==> src/rtl/test003_pkg.sv <==
// Shared types and elaboration-time constants for the test003 self-test block.
package test003_pkg;

  typedef enum logic [2:0] {
    IDLE,
    INIT,
    WRITE,
    READ_ADDR,
    READ_ACC,
    CHECK
  } state_e;

  // Index width for an n-deep array; never narrower than one bit.
  function automatic int unsigned idx_width(input int unsigned n);
    return (n < 2) ? 1 : $clog2(n);
  endfunction

  // Mask selecting the low w bits of a 64-bit value.
  function automatic logic [63:0] width_mask(input int unsigned w);
    return (w >= 64) ? {64{1'b1}} : ((64'(1) << w) - 64'(1));
  endfunction

  // Sum of 3*i for i in [0, n), reduced mod 2^w.
  function automatic logic [63:0] exp_sum(input int unsigned n, input int unsigned w);
    logic [63:0] nn;
    nn = 64'(n);
    return ((64'(3) * nn * (nn - 64'(1))) / 64'(2)) & width_mask(w);
  endfunction

  // Value of the last array element, 3*(n-1), reduced mod 2^w.
  function automatic logic [63:0] exp_last(input int unsigned n, input int unsigned w);
    return (64'(3) * (64'(n) - 64'(1))) & width_mask(w);
  endfunction

endpackage

==> src/rtl/test003_ram.sv <==
// N x W simple dual-port RAM: one write port, one read port, 1-cycle registered read, no reset.
module test003_ram
  import test003_pkg::*;
#(
  parameter int unsigned N  = 16,
  parameter int unsigned W  = 32,
  parameter int unsigned IW = idx_width(N)
) (
  input  logic          clk,
  input  logic          we_i,
  input  logic [IW-1:0] waddr_i,
  input  logic [W-1:0]  wdata_i,
  input  logic [IW-1:0] raddr_i,
  output logic [W-1:0]  rdata_o
);

  logic [W-1:0] mem_q [N];
  logic [W-1:0] rdata_q;

  // Write port.
  always_ff @(posedge clk) begin
    if (we_i) begin
      mem_q[waddr_i] <= wdata_i;
    end
  end

  // Registered read port.
  always_ff @(posedge clk) begin
    rdata_q <= mem_q[raddr_i];
  end

  assign rdata_o = rdata_q;

endmodule

==> src/rtl/test003.sv <==
// Hardware self-test leaf: fills a RAM with 3*i, reads it back, sums and checks it.
module test003
  import test003_pkg::*;
#(
  parameter int unsigned N = 16,
  parameter int unsigned W = 32
) (
  input  logic clk,
  input  logic reset,
  input  logic test_req,
  output logic test_busy,
  output logic test_return
);

  localparam int unsigned   IW       = idx_width(N);
  localparam logic [IW-1:0] LAST_IDX = IW'(N - 1);
  localparam logic [W-1:0]  EXP_SUM  = W'(exp_sum(N, W));
  localparam logic [W-1:0]  EXP_LAST = W'(exp_last(N, W));

  state_e        state_q;
  logic [IW-1:0] idx_q;
  logic [W-1:0]  acc_q;
  logic          err_q;
  logic          busy_q;
  logic          ret_q;

  logic          ram_we;
  logic [IW-1:0] ram_waddr;
  logic [W-1:0]  ram_wdata;
  logic [W-1:0]  ram_rdata;

  // Write 3*index formed as shift-and-add; the read address tracks the same index.
  assign ram_we    = (state_q == WRITE);
  assign ram_waddr = idx_q;
  assign ram_wdata = (W'(idx_q) << 1) + W'(idx_q);

  test003_ram #(
    .N  (N),
    .W  (W),
    .IW (IW)
  ) u_ram (
    .clk     (clk),
    .we_i    (ram_we),
    .waddr_i (ram_waddr),
    .wdata_i (ram_wdata),
    .raddr_i (idx_q),
    .rdata_o (ram_rdata)
  );

  // Call sequencer: init, fill, read-accumulate pairs, final check.
  always_ff @(posedge clk or posedge reset) begin
    if (reset) begin
      state_q <= IDLE;
      idx_q   <= '0;
      acc_q   <= '0;
      err_q   <= 1'b0;
      busy_q  <= 1'b0;
      ret_q   <= 1'b0;
    end else begin
      case (state_q)
        IDLE: begin
          if (test_req) begin
            state_q <= INIT;
            busy_q  <= 1'b1;
          end
        end
        INIT: begin
          idx_q   <= '0;
          acc_q   <= '0;
          err_q   <= 1'b0;
          state_q <= WRITE;
        end
        WRITE: begin
          if (idx_q == LAST_IDX) begin
            idx_q   <= '0;
            state_q <= READ_ADDR;
          end else begin
            idx_q <= idx_q + IW'(1);
          end
        end
        READ_ADDR: begin
          state_q <= READ_ACC;
        end
        READ_ACC: begin
          acc_q <= acc_q + ram_rdata;
          if ((idx_q == LAST_IDX) && (ram_rdata != EXP_LAST)) begin
            err_q <= 1'b1;
          end
          if (idx_q < LAST_IDX) begin
            idx_q   <= idx_q + IW'(1);
            state_q <= READ_ADDR;
          end else begin
            state_q <= CHECK;
          end
        end
        CHECK: begin
          ret_q   <= (acc_q == EXP_SUM) && !err_q;
          busy_q  <= 1'b0;
          state_q <= IDLE;
        end
        default: begin
          state_q <= IDLE;
          busy_q  <= 1'b0;
        end
      endcase
    end
  end

  assign test_busy   = busy_q;
  assign test_return = ret_q;

endmodule

==> config.mk <==
export PLATFORM = sky130hd
export DESIGN_NAME = test003
export DESIGN_NICKNAME = d
export VERILOG_FILES = /design/src/rtl/test003_pkg.sv /design/src/rtl/test003_ram.sv /design/src/rtl/test003.sv
export SDC_FILE = /design/constraint.sdc
export NUM_CORES = 1
export LEC_CHECK = 0
export CORE_MARGIN = 2
export CORE_UTILIZATION = 50
export DETAILED_ROUTE_END_ITERATION = 8
export PLACE_DENSITY = 0.68
export SYNTH_ARGS = -nofsm -noshare
export SYNTH_HDL_FRONTEND = slang
export SYNTH_SLANG_ARGS = --single-unit
==> constraint.sdc <==
create_clock -name clk -period 2.8 [get_ports clk]
set_clock_uncertainty 0.1 [all_clocks]
set_input_delay 0.28 -clock clk [delete_from_list [all_inputs] [get_ports clk]]
set_output_delay 0.28 -clock clk [all_outputs]
set_load 0.05 [all_outputs]
==> impl_metrics.env <==
export IMPL_outcome="complete, no violations"
export IMPL_syn_to_final_growth_pct=12.8
export IMPL_cts_made_buffers=17
export IMPL_required_ns=3.03
export IMPL_fmax_mhz=386
export IMPL_dp_hpwl_microns=8540
export IMPL_setup_violations_final=0
export IMPL_rsz0062_at_grt="no"
export IMPL_endpoint_kind="flip-flop"
export IMPL_core_area_sq_um=12600
export IMPL_top_layer="met4"
export IMPL_yosysMostFrequentCell="edfxtp_1"
export IMPL_avgViaCountPerCell=5.89
export IMPL_startpoint="state_q[0]$_DFFE_PP0P_"
export IMPL_finalWirelength_microns=12500
export IMPL_holdCritPathClass="reg -> reg"
export IMPL_vdd_drop_max_mv=0.720
export IMPL_clk_latency_ns=0.42
export IMPL_antenna_left=0
export IMPL_r2r_cells=5
export IMPL_rows=41
export IMPL_drt_initial_drc_count=300
export IMPL_fillers=990
export IMPL_synth_top_area_share_pct=44.9
export IMPL_vias=3759
export IMPL_h_tree_depth=4
export IMPL_timing_final_max_slew_violations=0
export IMPL_cp_start_kind="flip-flop"
export IMPL_synth_common_cells="96 x edfxtp_1, 43 x nand2_1, 42 x dfrtp_1"
export IMPL_diodes=0
export IMPL_switchingPower_uw=879
export IMPL_die_y_microns=117
export IMPL_regToRegSetupSlack_ns=0.21
export IMPL_synth_net_count=453
export IMPL_io_pins=5
export IMPL_worst_pin_slew_ns=1.17
export IMPL_grt_overflow=0
export IMPL_antenna_found_initial=0
export IMPL_die_x_microns=117
export IMPL_routedLengthMet1_microns=5230
export IMPL_grt_usage_pct=19.7
export IMPL_path_clk_slew_ns=0.06
export IMPL_grt_pass1_wl_microns=20500
export IMPL_first_pass_iters=4
export IMPL_r2r_end="acc_q[26]$_DFFE_PP0P_"
export IMPL_setup_tns_final_ns=0
export IMPL_switching_share_pct=20.6
export IMPL_period_minus_slack_ns=2.59
export IMPL_yosysWarningCount=0
export IMPL_synth_cells=432
export IMPL_synth_edff_count=96
export IMPL_wl_per_cell_microns=19.7
export IMPL_synth_top_area_cell="edfxtp_1"
export IMPL_dr_wl_met3_microns=559
export IMPL_root_buffer="clkbuf_16"
export IMPL_met2_length_microns=6500
export IMPL_final_hold_violation_count=0
export IMPL_drive_gt1_share_pct=18.0
export IMPL_p_per_area_nw_per_um2=589
export IMPL_grt_start_max_net_pins=39
export IMPL_ys_seq_area_share_pct=63.2
export IMPL_pwr_share_comb_pct=0.4
export IMPL_leakage_uw=0.00279
export IMPL_fin_crit_sh_pct=92.4
export IMPL_grt_pass1_vias=3855
export IMPL_crit_type="reg -> reg"
export IMPL_synth_seq_cells=144
export IMPL_intPower_uw=3380
export IMPL_synth_ff_type="edfxtp_1"
export IMPL_start_util_pct=51.1
export IMPL_seqPwrFrac_pct=52.8
export IMPL_dieArea_sq_um=13800
export IMPL_power_frac_clock_pct=46.8
export IMPL_cp_max_fo=13
export IMPL_max_cap_viol_count=0
export IMPL_ys_top_cells_by_area="edfxtp_1 45%, dfrtp_1 16%, mux4_2 11%"
export IMPL_async_flop_share_pct=29.2
export IMPL_cp_arrival_ns=2.82
export IMPL_synth_area_sq_um=6420
export IMPL_layout_nets=475
export IMPL_clock_sinks=144
export IMPL_cts_buffer_depth=2
export IMPL_portBuffers=4
export IMPL_worstReg2RegStart="state_q[0]$_DFFE_PP0P_"
export IMPL_timing_critical_path_to="acc_q[26]$_DFFE_PP0P_"
export IMPL_synth_area_per_cell_sq_um=14.9
export IMPL_maxSlewHeadroom_pct=21.6
export IMPL_drc=0
export IMPL_cts_tree="yes"
export IMPL_fin_util_pct=57.6
export IMPL_place_congestion=0.828
export IMPL_hold_slack_ns=0.386
export IMPL_yosysUniqueCellTypes=52
[how the worst min path moves through the flow]
| stage | from | cells past startpoint | slack [ns] | end |
|---|---|---|---|---|
| global route | acc_q[31]$_DFFE_PP0P_ | 1 | 0.42 | acc_q[31]$_DFFE_PP0P_ |
| global placement | test_return$_DFFE_PP0N_ | 2 | 0.37 | test_return$_DFFE_PP0N_ |
| detailed placement | acc_q[31]$_DFFE_PP0P_ | 1 | 0.39 | acc_q[31]$_DFFE_PP0P_ |
| floorplan | acc_q[31]$_DFFE_PP0P_ | 1 | 0.35 | acc_q[31]$_DFFE_PP0P_ |
| finish | acc_q[31]$_DFFE_PP0P_ | 1 | 0.39 | acc_q[31]$_DFFE_PP0P_ |
| CTS | acc_q[31]$_DFFE_PP0P_ | 1 | 0.39 | acc_q[31]$_DFFE_PP0P_ |
[per-stage QoR]
stage / total power, uW / instances / setup slack, ns / instance area [sq um]
3_5_place_dp: 2310 / 606 / 0.219 / 6710
4_1_cts: 4300 / 638 / 0.214 / 7240
2_1_floorplan: 2300 / 432 / 0.0794 / 6420
6_report: 4260 / 638 / 0.212 / 7240
5_1_grt: 4390 / 638 / 0.122 / 7240
3_3_place_gp: 2310 / 606 / 0.287 / 6710
[critical path, stage by stage, from the launching register on]
cell     delay (ns)
dfrtp_1        0.37
or3b_4         0.47
or3_1          0.49
or3_1          0.55
nor4b_4        0.30
mux2i_1        0.22
[power groups by stage]
stage / logic (uW) / clock network, uW / registers (uW)
after detailed placement: 16.6 / 0 / 2290
after global routing: 20.0 / 2120 / 2250
after floorplan: 8.92 / 0 / 2290
after global placement: 16.7 / 0 / 2290
after CTS: 17.8 / 2040 / 2250
final: 16.8 / 2000 / 2250
[cells in the final DEF (no fill, tap or decap), types with 3 or more instances in the layout]
cell             synthesis  final
clkinvlp_4               0      3
xor2_1                   3      3
clkdlybuf4s50_1          0      4
clkinv_2                 0      3
clkbuf_16                0     17
edfxtp_1                96     96
o21ai_0                 14     14
nand2_1                 43     43
nor2_1                  11     11
o31ai_1                  7      7
a21o_1                   3      3
nand3_1                 10     10
dfxtp_1                  6      6
inv_6                    0      5
o211ai_1                 7      7
mux4_2                  30     30
dfrtp_1                 42     41
a21oi_1                  9      9
buf_4                    0     16
ha_1                    16     16
o41ai_1                  4      4
nor4_1                   6      6
inv_1                   16     16
mux2i_1                 15     15
and3_1                  19     19
nor3_2                   3      3
nor3_1                   8      8
nand2b_1                 5      5
o311ai_0                 3      3
nand4_1                  7      7
[what timing repair did]
action / in CTS / in global routing
hold buffers: 1 / 0
resized for setup: 0 / 0
setup buffers: 0 / 0
endpoints found under the hold margin: 4 / 0
[layout make-up]
type / instances / area (sq um) / area share (%)
Sequential cell: 144 / 4060 / 56.0
Inverter: 17 / 63.8 / 0.881
Clock buffer: 19 / 433 / 5.98
Tap cell: 172 / 215 / 2.97
Timing Repair Buffer: 21 / 170 / 2.35
Multi-Input combinational cell: 253 / 2220 / 30.6
Clock inverter: 12 / 85.1 / 1.18
[layer usage]
| layer | vias to the layer above | global-route usage (%) |
|---|---|---|
| li1 | 1738 | - |
| met1 | 1895 | 24.4 |
| met2 | 107 | 33.4 |
| met3 | 19 | 4.28 |
| met4 | 0 | 8.89 |
| met5 | - | 0 |
[cells by family after synthesis]
kind of cell	after synthesis	share of synthesized area (%)
DFF	144	63.2
and+or+nand+nor	124	10.5
AOI/OAI and AO/OA	61	6.73
muxes	45	12.9
buffers and inverters	35	2.30
adders and majority gates	18	3.74
xor gates and xnor gates	5	0.682
[flip-flops by register name, summed over array words and instances (netlist names)]
register,flops
err_q,1
test_busy,1
test_return,1
u_ram.rdata_o,6
acc_q,32
state_q,3
u_ram.mem_q,96
idx_q,4
Note: power is estimated with default switching activity, not from simulation.
==> patch, RTL diff (config.mk and constraints unchanged) <==
`W` is set to 32 in 2 places; all go to 64.
--- a/src/rtl/test003_ram.sv
+++ b/src/rtl/test003_ram.sv
@@ -3,7 +3,7 @@
   import test003_pkg::*;
 #(
   parameter int unsigned N  = 16,
-  parameter int unsigned W  = 32,
+  parameter int unsigned W  = 64,
   parameter int unsigned IW = idx_width(N)
 ) (
   input  logic          clk,
--- a/src/rtl/test003.sv
+++ b/src/rtl/test003.sv
@@ -3,7 +3,7 @@
   import test003_pkg::*;
 #(
   parameter int unsigned N = 16,
-  parameter int unsigned W = 32
+  parameter int unsigned W = 64
 ) (
   input  logic clk,
   input  logic reset,
Function: same outputs for any inputs over 4 cycles, from zero or initial values and one cycle with reset high; that may be too few to reach the edited logic, so the function may still have changed.
==> patch against the original RTL <==
- largest cell class unchanged
- sequential cell count increased by 32
- worst setup slack worse by 0.074 ns
- design area is 26% higher
- wire length is 37% higher
- first-iteration DRC count is 62% higher
- utilization shrank 0.35 points
- worst hold slack worse by 0.23 ns
- power increased by 19%
- synthesized cell count rose by 44%
- synthesized area is 27% higher
==> patch: results (changes against the original RTL) <==
Setup path
  – RR Endpoint: acc_q[62]$_DFFE_PP0P_
  – Crit path DAT: 2.88 ns (+0.06 ns)
  – Worst-path fanout max: 5 (-8)
  – Critical path origin: acc_q[0]$_DFFE_PP0P_

Route
  – M1 WL: 7.32 mm (+40%)
  – Met2 wire len: 8.77 mm (+35%)
  – Final WL: 17.2 mm (+37%)
  – Via-to-Cell Ratio: 6.12 (+4.0%)
  – DRT Pass-1 Iters: 5 (+1)
  – WL met3: 609 µm (+8.9%)

Power and ir drop
  – Pleak: 3.62 nW (+30%)
  – Peak VDD IR: 0.000575 V (-20%)
  – Pwr per Cell Area: 558 nW/µm² (-5.2%)

Logic synthesis
  – Cell area after synthesis: 8170 µm² (+27%)
  – Post-synth ARST share: 42.0% (+13 points)
  – Syn nets: 643 (+42%)
  – Library cells used by synthesis: 57 (+9.6%)
  – Top cells by count, synth: 96 x edfxtp_1, 74 x dfrtp_1, 67 x nand2_1, 38 x mux2i_1

Global routing
  – Met2 usage: 34.6% (+1.1 points)
  – First-pass GRT wire length: 28.2 mm (+37%)
  – Largest net degree at the start of global routing: 75 (+92%)
  – Met1 usage: 26.8% (+2.4 points)
  – GR Util met3: 3.92% (-0.36 points)
  – Vias in the first global route: 5231 (+36%)

Placement
  – Hpwl dp: 11.4 mm (+33%)
  – Placed cell area: 8550 µm² (+27%)
  – RePlAce Congestion: 0.837 (+1.0%)
  – Placed cells: 834 (+38%)
  – Pre-CTS WS: 0.197 ns (-0.0216 ns)

Hold path
  – Hold Path Class: input pin to async pin

Finish
  – Final net count: 658 (+39%)
  – Non-filler cells, final: 866 (+36%)
  – Layout cell share with drive strength beyond 1: 14.0% (-4.0 points)

Timing
  – Hold slack: 0.155 ns (-0.232 ns)
  – Final worst slack: 0.138 ns (-0.0738 ns)

Outcome
  – Status: complete, no violations
==> patch: final cells by class <==
class | count | area, µm²
sequential | 176 | 4860
clock inverter | 13 | 148
clock buffer | 19 | 433
inverter | 19 | 71.3
tap | 216 | 270
timing repair buffer | 23 | 208
multi-input combinational | 400 | 3140
fill | 1294 | 6820
==> patch: kinds of logic after synthesis <==
| family | Yosys count | share of synthesized area [%] |
|---|---|---|
| and+or+nand+nor | 227 | 15.1 |
| DFF | 176 | 59.4 |
| AOI/OAI and AO/OA | 82 | 6.94 |
| muxes | 68 | 12.9 |
| buffers and inverters | 46 | 2.17 |
| adders and majority gates | 18 | 2.94 |
| xor gates and xnor gates | 5 | 0.536 |
==> patch: worst max-delay path: stages (launching register included) <==
cell	delay, ns
dfrtp_1	0.41
ha_1	0.22
inv_1	0.07
fa_1	0.40
nor2b_1	0.17
o31a_1	0.25
o2111ai_2	0.21
or4_1	0.58
mux2i_1	0.13
